### src/rtl/stream_pkg.sv
// stream_pkg: shared FSM states, pattern mode encodings and default LFSR taps
package stream_pkg;
    typedef enum logic [1:0] {IDLE, BURST, GAP} state_t;
    localparam logic [1:0] MODE_CNT = 2'd0, MODE_LFSR = 2'd1, MODE_WALK = 2'd2;
    localparam logic [31:0] DEF_LFSR_TAPS = 32'h8020_0003;
endpackage

### src/rtl/stream_src_gen_if.sv
// stream_src_gen_if: valid/ready stream bundle with source and sink views
interface stream_src_gen_if #(parameter int DATA_W = 32);
    logic [DATA_W-1:0] data;
    logic valid;
    logic ready;
    modport master(output data, valid, input ready);
    modport slave(input data, valid, output ready);
endinterface

### src/rtl/stream_pattern_gen.sv
// stream_pattern_gen: counter / Galois LFSR / walking-one pattern register
module stream_pattern_gen import stream_pkg::*; #(
    parameter int DATA_W = 32,
    parameter logic [DATA_W-1:0] LFSR_TAPS = DATA_W'(DEF_LFSR_TAPS),
    parameter logic [DATA_W-1:0] SEED = DATA_W'(1)
) (
    input  logic clk, rst, load, advance,
    input  logic [DATA_W-1:0] seed,
    input  logic [1:0] mode,
    output logic [DATA_W-1:0] value, nxt
);
    logic [DATA_W-1:0] step;
    // walking-one always restarts at bit 0; an all-zero LFSR seed would lock up
    always_comb begin
        step = mode == MODE_LFSR ? (value >> 1) ^ (value[0] ? LFSR_TAPS : '0) :
               mode == MODE_WALK ? (value << 1) | (value >> (DATA_W - 1)) : value + DATA_W'(1);
        nxt = load ? ((mode == MODE_WALK || (mode == MODE_LFSR && seed == '0)) ? DATA_W'(1) : seed) :
              advance ? step : value;
    end
    always_ff @(posedge clk or posedge rst) begin
        if (rst) value <= SEED;
        else value <= nxt;
    end
endmodule

### src/rtl/stream_src_gen.sv
// stream_src_gen: bursty valid/ready pattern source with idle gaps between bursts
module stream_src_gen import stream_pkg::*; #(
    parameter int DATA_W = 32,
    parameter int BURST_LEN = 8,
    parameter int GAP_LEN = 8,
    parameter logic [DATA_W-1:0] SEED = DATA_W'(1),
    parameter logic [DATA_W-1:0] LFSR_TAPS = DATA_W'(DEF_LFSR_TAPS),
    parameter int CNT_W = 32
) (
    input  logic clk, rst, en,
    input  logic [1:0] mode,
    stream_src_gen_if.master s,
    output logic [CNT_W-1:0] beat_cnt,
    output logic busy
);
    localparam int IW = BURST_LEN > 1 ? $clog2(BURST_LEN) : 1;
    localparam int GW = GAP_LEN > 1 ? $clog2(GAP_LEN) : 1;
    state_t state, state_n;
    logic [IW-1:0] idx, idx_n;
    logic [GW-1:0] gap, gap_n;
    logic valid_n, load, acc;
    logic [1:0] mode_q, pat_mode;
    logic [DATA_W-1:0] pat_val, pat_nxt;

    assign acc = s.valid && s.ready;
    assign pat_mode = state == IDLE ? mode : mode_q;

    stream_pattern_gen #(.DATA_W(DATA_W), .LFSR_TAPS(LFSR_TAPS), .SEED(SEED)) u_pat (
        .clk(clk), .rst(rst), .load(load), .advance(acc), .seed(SEED),
        .mode(pat_mode), .value(pat_val), .nxt(pat_nxt)
    );

    always_comb begin
        state_n = state;
        idx_n = idx;
        gap_n = gap;
        valid_n = s.valid;
        load = 1'b0;
        case (state)
            IDLE: if (en) begin
                state_n = BURST;
                valid_n = 1'b1;
                idx_n = '0;
                load = 1'b1;
            end
            BURST: if (acc) begin
                if (idx == IW'(BURST_LEN - 1) && GAP_LEN > 0) begin
                    state_n = GAP;
                    valid_n = 1'b0;
                    gap_n = '0;
                    idx_n = '0;
                end else if (!en) begin
                    state_n = IDLE;
                    valid_n = 1'b0;
                    idx_n = '0;
                end else idx_n = idx == IW'(BURST_LEN - 1) ? '0 : idx + 1'b1;
            end
            GAP: if (gap == GW'(GAP_LEN - 1)) begin
                state_n = en ? BURST : IDLE;
                valid_n = en;
            end else gap_n = gap + 1'b1;
            default: state_n = IDLE;
        endcase
    end

    always_ff @(posedge clk or posedge rst) begin
        if (rst) begin
            state <= IDLE;
            idx <= '0;
            gap <= '0;
            mode_q <= MODE_CNT;
            s.valid <= 1'b0;
            s.data <= '0;
            beat_cnt <= '0;
            busy <= 1'b0;
        end else begin
            state <= state_n;
            idx <= idx_n;
            gap <= gap_n;
            mode_q <= load ? mode : mode_q;
            s.valid <= valid_n;
            s.data <= !valid_n ? '0 : (load || acc) ? pat_nxt : pat_val;
            beat_cnt <= acc ? beat_cnt + 1'b1 : beat_cnt;
            busy <= state_n != IDLE;
        end
    end
endmodule

### src/flat_wrapper.sv
// flat-port wrapper written by rule: the top's interface ports become plain ports
module stream_src_gen_flat import stream_pkg::*;
#(
    parameter int DATA_W = 32,
    parameter int BURST_LEN = 8,
    parameter int GAP_LEN = 8,
    parameter logic [DATA_W-1:0] SEED = DATA_W'(1),
    parameter logic [DATA_W-1:0] LFSR_TAPS = DATA_W'(DEF_LFSR_TAPS),
    parameter int CNT_W = 32
)
  (clk, rst, en, mode, beat_cnt, busy, s_data, s_valid, s_ready);
  stream_src_gen_if #(.DATA_W(DATA_W)) s_i ();
  input  logic clk;
  input  logic rst;
  input  logic en;
  input  logic [1:0] mode;
  output logic [CNT_W-1:0] beat_cnt;
  output logic busy;
  output wire logic [$bits(s_i.data)-1:0] s_data;
  output wire logic [$bits(s_i.valid)-1:0] s_valid;
  input wire logic [$bits(s_i.ready)-1:0] s_ready;
  assign s_data = s_i.data;
  assign s_valid = s_i.valid;
  assign s_i.ready = s_ready;
  stream_src_gen #(.DATA_W(DATA_W), .BURST_LEN(BURST_LEN), .GAP_LEN(GAP_LEN), .SEED(SEED), .LFSR_TAPS(LFSR_TAPS), .CNT_W(CNT_W)) u_core (.clk(clk), .rst(rst), .en(en), .mode(mode), .s(s_i), .beat_cnt(beat_cnt), .busy(busy));
endmodule
### config.mk
export PLATFORM = sky130hd
export DESIGN_NAME = stream_src_gen_flat
export DESIGN_NICKNAME = d
export VERILOG_FILES = /design/src/rtl/stream_pkg.sv /design/src/rtl/stream_src_gen_if.sv /design/src/rtl/stream_pattern_gen.sv /design/src/rtl/stream_src_gen.sv /design/src/flat_wrapper.sv
export SDC_FILE = /design/constraint.sdc
export NUM_CORES = 1
export LEC_CHECK = 0
export CORE_MARGIN = 3
export CORE_UTILIZATION = 56
export CTS_CLUSTER_DIAMETER = 200
export DETAILED_ROUTE_END_ITERATION = 8
export HOLD_SLACK_MARGIN = 0.1
export PLACE_DENSITY_LB_ADDON = 0.08
export SLEW_MARGIN = 5
export SYNTH_ARGS = -nofsm -noshare
export SYNTH_HDL_FRONTEND = slang
export SYNTH_SLANG_ARGS = --single-unit
### constraint.sdc
create_clock -name clk -period 4.5 [get_ports clk]
set_input_delay 0.9 -clock clk [delete_from_list [all_inputs] [get_ports clk]]
set_output_delay 0.9 -clock clk [all_outputs]
set_load 0.02 [all_outputs]
=== Word level (Yosys, flattened, before mapping) ===
Index checks and enable logic that the tools add are counted.

* Equality and inequality tests: 10
* Bitwise operators: 2
* Muxes and demuxes: 32
* Add/subtract/negate cells: 4
* Reductions and logical operators: 8

{| class="wikitable"
|+ Operator list
! operator !! count
|-
| $mux W32 || 7
|-
| $add A32 B1 Y32 const B || 2
|-
| $or A32 B1 Y32 || 1
|-
| $xor A31 B32 Y32 || 1
|-
| $mux W3 || 7
|-
| $mux W2 || 6
|-
| $pmux W3 S2 || 2
|-
| $mux W1 || 8
|-
| $add A3 B1 Y3 const B || 2
|-
| $eq A3 B3 Y1 const B || 2
|-
| $pmux W2 S3 || 1
|-
| $reduce_bool A2 Y1 || 3
|-
| $eq A2 B1 Y1 const B || 2
|-
| $eq A2 B2 Y1 const B || 2
|-
| $ne A2 B1 Y1 const B || 2
|-
| $ne A2 B2 Y1 const B || 2
|-
| $reduce_and A4 Y1 || 1
|-
| $pmux W1 S3 || 1
|-
| $reduce_and A3 Y1 || 1
|-
| $logic_not A2 Y1 || 1
|-
| $logic_and A1 B1 Y1 || 1
|-
| $logic_or A1 B1 Y1 || 1
|}

* Input port bits: 6
* Flip-flop bits (word level): 108
* Output and inout bits: 66
* Logic and storage cells: 65

=== Depth between registers and ports, before layout ===
Gate-level depths: netlist (run 1).

* Depth in word-level cells: 9
* Depth in mapped cells: 9
* Mapped depth without buffers: 7

=== Hierarchy ===
A second synthesis (run 1) with hierarchy kept.

* Cell total of the unflattened synthesis: 730
* Area total of the unflattened synthesis: 6344.8 µm²

{| class="wikitable"
|+ Modules (own cells, without submodules)
! module !! cells each !! area each (µm²) !! times used
|-
| stream_src_gen || 330 || 3369.5 || 1
|-
| stream_pattern_gen || 400 || 2975.4 || 1
|}

=== Least setup slack after synthesis (run 1) ===
OpenSTA, ideal clock, no wires.

* Path type: input to register
* From: input s_ready
* To: register u_core.beat_cnt[30]
* Setup slack: 2.139 ns
* Setup time: 0.080 ns
* Arrival: 2.281 ns
* Required time: 4.420 ns
* Stages on the path: 6
* Path through: and2_1 nand3_1 nor3b_1 nand4_1 nor2_1 xor2_1

* Longest elaborated chain between the ends: 1

{| class="wikitable"
|+ RTL lines
! element !! line !! source
|-
| start, declared || flat_wrapper.sv:21 || <nowiki>input wire logic [$bits(s_i.ready)-1:0] s_ready;</nowiki>
|-
| $logic_and A1 B1 Y1 || stream_src_gen.sv:25 || <nowiki>assign acc = s.valid && s.ready;</nowiki>
|-
| end signal, assigned || stream_src_gen.sv:83 || <nowiki>beat_cnt <= acc ? beat_cnt + 1'b1 : beat_cnt;</nowiki>
|-
| end, declared || stream_src_gen.sv:13 || <nowiki>output logic [CNT_W-1:0] beat_cnt,</nowiki>
|}

No other way between the ends.
A chain may end at the register's enable or synchronous reset.

=== Final worst setup path (run 1) ===
* From: input mode[0]
* To: register u_core.s.data[21]

* Longest elaborated chain between the ends: 8

{| class="wikitable"
|+ RTL lines
! element !! line !! source
|-
| start, declared || flat_wrapper.sv:16 || <nowiki>input logic [1:0] mode;</nowiki>
|-
| $mux W2 (*) || stream_src_gen.sv:26 || <nowiki>assign pat_mode = state == IDLE ? mode : mode_q;</nowiki>
|-
| $eq A2 B2 Y1 || -- ||
|-
| $mux W32 || stream_pattern_gen.sv:16 || <nowiki>mode == MODE_WALK ? (value << 1) | (value >> (DATA_W - 1)) : value + DATA_W'(1);</nowiki>
|-
| $mux W32 (*) || stream_pattern_gen.sv:15 || <nowiki>step = mode == MODE_LFSR ? (value >> 1) ^ (value[0] ? LFSR_TAPS : '0) :</nowiki>
|-
| $mux W32 (*) || stream_pattern_gen.sv:18 || <nowiki>advance ? step : value;</nowiki>
|-
| $mux W32 (*) || stream_pattern_gen.sv:17 || <nowiki>nxt = load ? ((mode == MODE_WALK || (mode == MODE_LFSR && seed == '0)) ? DATA_W'(1) : seed) :</nowiki>
|-
| $mux W32 (*) (2 in series) || stream_src_gen.sv:82 || <nowiki>s.data <= !valid_n ? '0 : (load || acc) ? pat_nxt : pat_val;</nowiki>
|-
| end signal, assigned || stream_src_gen.sv:82 ||
|-
| end, declared || stream_src_gen_if.sv:6 || <nowiki>modport master(output data, valid, input ready);</nowiki>
|}

Mark *: on every way between the ends. The rest lies on a longest branch, timed or not.

==> results.cfg, run 1 <==
[synthesis]
synth_cells = 601
synth_cell_type_count = 65
synth_edf_count = 0
synth_area_leaders = dfrtp_1 (47%), xnor2_1 (4.0%), nand2_1 (3.3%)
yosys_warnings = 0
synth_seq_area_share = 0.4700
synthTopCellsByCount = dfrtp_1 (107), nand2_1 (51), nor2_1 (50)
postSynthAreaPerCell_um2 = 9.572
syn_area_um2 = 5753
cell_with_the_most_instances_after_synthesis = dfrtp_1
yosysTopAreaCell = dfrtp_1
fraction_of_post_synthesis_cell_area_in_the_top_cell_type_by_area = 0.4654
ys_async_sr_fraction = 1.000
synth_top_flop_cell = dfrtp_1
ys_ff_latch = 108
synth.net_count = 613

[route]
post-route-drc-count = 0
vias_per_cell = 6.281
ant_nets = 0
drt_pass1_iterations = 7
drt-wirelength-per-cell_um = 17.78
route.vias.total = 4924
postRouteWirelength_um = 13940
first_iter_violations = 369

[place]
detailed_place_hpwl_um = 9329
gp_congestion = 0.8918
portBuffers = 71

[clock_tree]
clock_root_cell = clkbuf_8
tritoncts = built
post_cts_buffers = 0
htree_levels = 3
post_cts_resize_count = 0
cts.sinks = 108
post_cts_hold_buffer_count = 0
cts_buffer_depth = 2
clk_pin_slew_worst_setup_hold_paths_ns = 0.10
clock_latency_ns = 0.38
cts_made_buffers = 9

[floorplanning]
ioPinCount = 72
core.rowCount = 36
standard_cell_core_area_um2 = 9864
die_h_um = 107.4
die_w_um = 107.4
full_die_area_um2 = 11530
initial_core_util = 0.5832

[critical_path]
cp_data_arrival_time_ns = 3.53
crit_path_cell_trace = clkdlybuf4s50_1, nor4b_2, a31oi_4, o211ai_1, or4_1, o32a_1, a221oi_2
path_class = in2reg
crit_required_ns = 4.79
maximum_fanout_count_along_the_critical_path = 33
delay_contributed_by_the_slowest_stage_of_the_critical_path_ns = 0.73
startpoint_type = input pin
critPathCaptureType = flop
cp_slowest_cell = a31oi_4

[pwr]
power_total_w = 0.002669
cellPowerDensity_nw_per_um2 = 399.2
leakage_power_nw = 2.953
power.ir.vdd_worst_uv = 310.6

[final_layout]
filler_cell_count = 745
synthToLayoutAreaGrowth_pct = 16.20
antenna-diode-count = 0
final_layout_size_suffix_gt1_frac = 0.05530
num-nets-final = 658

[global_routing]
grt-ovfl-total = 0
global_route_wire_length_before_repair_um = 23550
antenna_found_initial = 0
gr-usage-all-layers = 0.2560
grt_max_degree = 65
grt_pass1_vias = 4779

[timing]
worst_pin_slew_ns = 0.8923
tns_ns = 0
slew_viol_final = 0
clock_skew_ns = 0.01064
final_critical_period_ns = 3.238
setup_violations = 0
fmax_ghz = 0.3088
timing.max_slew.rel_slack = 0.4051
timing.final.hold_violations = 0
rsz0062_at_grt = no
layout_worst_path_cycle_share = 0.7195

[status]
outcome = complete, no violations

[min_path]
hold_class = reg2reg

[flow_run]
max_cap_violations = 0
-- path summary, 6_finish.rpt --
path                                                  from                         endpoint  slack [ns]  depth (start not counted)
max in group asynchronous                              rst  u_core.u_pat.value[8]$_DFF_PP0_        2.65                          3
min                        u_core.beat_cnt[31]$_DFFE_PP0P_  u_core.beat_cnt[31]$_DFFE_PP0P_        0.49                          1
max                                                mode[0]      u_core.s.data[21]$_DFF_PP0_        1.26                          7
min reg2reg                u_core.beat_cnt[31]$_DFFE_PP0P_  u_core.beat_cnt[31]$_DFFE_PP0P_        0.49                          1
max reg2reg                      u_core.state[1]$_DFF_PP0_      u_core.s.data[21]$_DFF_PP0_        1.38                          6
min in group asynchronous                              rst  u_core.beat_cnt[16]$_DFFE_PP0P_        1.02                          2
-- routing by layer --
metal  track usage  up-vias  wire (um)
met4       0.09017        0        276
met2        0.4138      197       6718
met1        0.3390     2407       6018
met3       0.06059       28        930
li1              -     2292          -
met5             0        -          0
-- logic make-up (layout without fill, tap and decap cells) --
| group | count (synthesis) | count (layout) | synth area share |
|---|---|---|---|
| muxes | 5 | 5 | 0.009352 |
| DFF | 108 | 108 | 0.4700 |
| and+or+nand+nor | 230 | 230 | 0.2127 |
| adders and majority gates | 6 | 6 | 0.01305 |
| buffers and inverters | 62 | 112 | 0.04676 |
| AOI/OAI and AO/OA | 155 | 155 | 0.1949 |
| xor gates and xnor gates | 35 | 35 | 0.05329 |
-- stage by stage --
step	instances	hold slack (ns)	cell area, um^2	utilization	setup WS [ns]
finish	784	0.4896	6685	0.6777	1.262
global route	784	0.5131	6685	0.6777	1.167
CTS	784	0.4963	6685	0.6777	1.356
detailed placement	768	0.4789	6487	0.6577	0.9378
global placement	768	0.4607	6487	0.6577	1.049
floorplan	601	0.4517	5753	-	0.7561
-- area by class of cell --
class	count	area (um^2)	share of cell area
multi-input cells	431	2780	0.4159
flip-flops and latches	108	2704	0.4045
clock inverters	2	35.03	0.005241
inverters	17	66.31	0.009920
repair buffers	79	770.7	0.1153
well taps	133	166.4	0.02489
clock buffers	14	162.7	0.02433
-- critical path, delay by kind of cell --
family,cells,cell delay (ns)
buffers and inverters,1,0.51
AOI/OAI and AO/OA,4,1.43
and+or+nand+nor,2,0.67
-- placed cells by master, fill, tap and decap left out, drive strengths merged, types with 7 or more instances in the layout --
cell type,Yosys,routed
dfrtp,107,107
clkdlybuf4s50,0,71
nand2,51,51
nor2,50,50
o21ai,34,34
xnor2,26,26
a21oi,25,25
nand3,20,20
nand4,20,20
nor3,19,19
o221ai,17,17
inv,17,17
and3,14,14
clkbuf,23,14
and2,13,13
nor4,10,10
a31oi,10,10
and4,9,9
xor2,9,9
o211a,9,9
o31ai,8,8
buf,22,8
o2bb2ai,7,7
-- registers in the layout (all words and copies together) (netlist names) --
signal / cells
u_core.beat_cnt: 32
u_core.busy: 1
u_core.gap: 3
u_core.idx: 3
u_core.mode_q: 2
u_core.s.data: 32
u_core.s.valid: 1
u_core.state: 2
u_core.u_pat.value: 32
-- power breakdown --
part / internal (W) / leakage (nW) / switching [W]
clock: 0.000288 / 0.101 / 0.000307
sequential: 0.00110 / 1.46 / 0.000274
combinational: 0.000255 / 1.39 / 0.000446
total: 0.00164 / 2.95 / 0.00103
(Power assumes the default switching activity.)
==> inputs of run 2 (changes only) <==
--- a/config.mk
+++ b/config.mk
@@ -6,7 +6,7 @@
 export NUM_CORES = 1
 export LEC_CHECK = 0
 export CORE_MARGIN = 3
-export CORE_UTILIZATION = 56
+export CORE_UTILIZATION = 51
 export CTS_CLUSTER_DIAMETER = 200
 export DETAILED_ROUTE_END_ITERATION = 8
 export HOLD_SLACK_MARGIN = 0.1
==> constraint.sdc (replaced) <==
create_clock -name clk -period 2.7 [get_ports clk]
set_input_delay 0.54 -clock clk [delete_from_list [all_inputs] [get_ports clk]]
set_output_delay 0.54 -clock clk [all_outputs]
set_load 0.02 [all_outputs]
==> run 2 against run 1 <==
Clock skew decreased by 0.00074 ns. Global-route usage decreased by 0.63 points. Combinational power up 97%. Largest cell class unchanged. Largest power group unchanged.
==> results.cfg, run 2 (same netlist as run 1, synthesis figures left out) <==
[status]
outcome = complete, no violations

[floorplanning]
initial_core_util = 0.5261
die_h_um = 112.2
full_die_area_um2 = 12590
die_w_um = 112.2
ioPinCount = 72
standard_cell_core_area_um2 = 10940
core.rowCount = 38

[timing]
fmax_ghz = 0.4137
minimum_setup_slack_in_the_final_design_ns = 0.2826
slew_viol_final = 0
worst_pin_slew_ns = 0.6818
final_critical_period_ns = 2.417
rsz0062_at_grt = no
setup_violations = 0
timing.max_slew.rel_slack = 0.5455
clock_skew_ns = 0.009895
layout_worst_path_cycle_share = 0.8953
timing.final.hold_violations = 0

[global_routing]
grt_max_degree = 49
global_route_wire_length_before_repair_um = 25500
antenna_found_initial = 0
grt-ovfl-total = 0
grt_pass1_vias = 4783
gr-usage-all-layers = 0.2497

[final_layout]
fin_cells = 828
num-nets-final = 695
post-route-cell-area_um2 = 7126
final_layout_size_suffix_gt1_frac = 0.1090
antenna-diode-count = 0
final_common_cell = dfrtp_1
layout.cells.most_common_list = dfrtp_1 (107), clkdlybuf4s50_1 (71), nand2_1 (51)
synthToLayoutAreaGrowth_pct = 23.86
layout_top_registers = u_core.beat_cnt x32, u_core.s.data x32, u_core.u_pat.value x32

[clock_tree]
clock_latency_ns = 0.36
clock_root_cell = clkbuf_16
cts_buffer_depth = 2
clk_pin_slew_worst_setup_hold_paths_ns = 0.08
post_cts_hold_buffer_count = 0
cts.sinks = 108
tritoncts = built
post_cts_buffers = 0
htree_levels = 3
post_cts_resize_count = 0
cts_made_buffers = 9

[flow_run]
max_cap_violations = 0

[route]
route.vias.total = 5016
first_iter_violations = 386
drt_pass1_iterations = 5
postRouteWirelength_um = 14960
vias_per_cell = 6.058
ant_nets = 0
post-route-drc-count = 0
drt-wirelength-per-cell_um = 18.07

[pwr]
power_total_w = 0.004989
power.ir.vdd_worst_uv = 395.5
leakage_power_nw = 3.187
cellPowerDensity_nw_per_um2 = 700.2

[critical_path]
cp_data_arrival_time_ns = 2.64
maximum_fanout_count_along_the_critical_path = 14
path_class = in2reg
crit_required_ns = 2.93
startpoint_type = input pin
delay_contributed_by_the_slowest_stage_of_the_critical_path_ns = 0.55
crit_path_cell_trace = clkdlybuf4s50_1, nor4b_2, a21oi_4, buf_12, o21a_1, o31ai_1, o21ai_0, nor4_1
cp_slowest_cell = clkdlybuf4s50_1
critPathCaptureType = flop

[place]
detailed_place_hpwl_um = 10600
dpl_worst_slack_ns = -0.04016
dpl_cell_area_um2 = 6825
portBuffers = 71
total_placed_cells_including_tap_cells = 812
gp_congestion = 0.9181

[min_path]
hold_class = reg2reg
run 2: cell count changes in the layout (fill, tap and decap cells not counted):
cell        before  now
buf_12           0    4
buf_4            8   41
clkbuf_1         3    1
clkbuf_16        0    9
clkbuf_8        11    0
clkinv_2         1    0
clkinv_4         0    1
clkinvlp_4       0    3
inv_4            1    0
inv_6            0    2
run 2: final timing paths:
check	startpoint	end	slack, ns	depth (start not counted)
worst max-delay path	mode[1]	u_core.s.data[9]$_DFF_PP0_	0.28	8
worst min-delay path	u_core.beat_cnt[31]$_DFFE_PP0P_	u_core.beat_cnt[31]$_DFFE_PP0P_	0.49	1
worst max register to register	u_core.state[0]$_DFF_PP0_	u_core.s.data[26]$_DFF_PP0_	0.36	8
worst min register to register	u_core.beat_cnt[31]$_DFFE_PP0P_	u_core.beat_cnt[31]$_DFFE_PP0P_	0.49	1
max in group asynchronous	rst	u_core.u_pat.value[0]$_DFF_PP1_	1.43	3
min in group asynchronous	rst	u_core.beat_cnt[10]$_DFFE_PP0P_	0.60	2
run 2: cell type report:
| cell class | instances | area, um^2 |
|---|---|---|
| fill | 932 | 3810 |
| multi-input combinational | 431 | 2780 |
| sequential | 108 | 2704 |
| timing repair buffer | 116 | 1099 |
| clock buffer | 10 | 229.0 |
| tap | 140 | 175.2 |
| clock inverter | 6 | 71.32 |
| inverter | 17 | 67.56 |
run 2: stage by stage:
| stage | hold slack, ns | util | setup TNS (ns) |
|---|---|---|---|
| finish | 0.4861 | 0.6516 | 0 |
| CTS | 0.4950 | 0.6516 | 0 |
| detailed placement | 0.4832 | 0.6241 | -0.04016 |
| floorplan | 0.4517 | - | 0 |
| global route | 0.5192 | 0.6516 | 0 |
| global placement | 0.4677 | 0.6241 | -0.08746 |
run 2: critical path, delay by kind of cell:
kind            cells  cell delay [ns]
compound gates      4             0.57
simple gates        2             0.78
buf+inv             2             0.74
run 2: power by group:
part           switching (W)  internal [W]  leakage (nW)
sequential          0.000427       0.00183          1.46
clock               0.000621      0.000728         0.140
combinational       0.000810      0.000568          1.59
run 2: layer usage:
| metal | wire length (um) | global-route usage | share of wire |
|---|---|---|---|
| met1 | 7034 | 0.3728 | 0.47 |
| met2 | 6818 | 0.3774 | 0.46 |
| met3 | 852 | 0.03342 | 0.057 |
| met4 | 257 | 0.08413 | 0.017 |
| met5 | 0 | 0 | 0 |
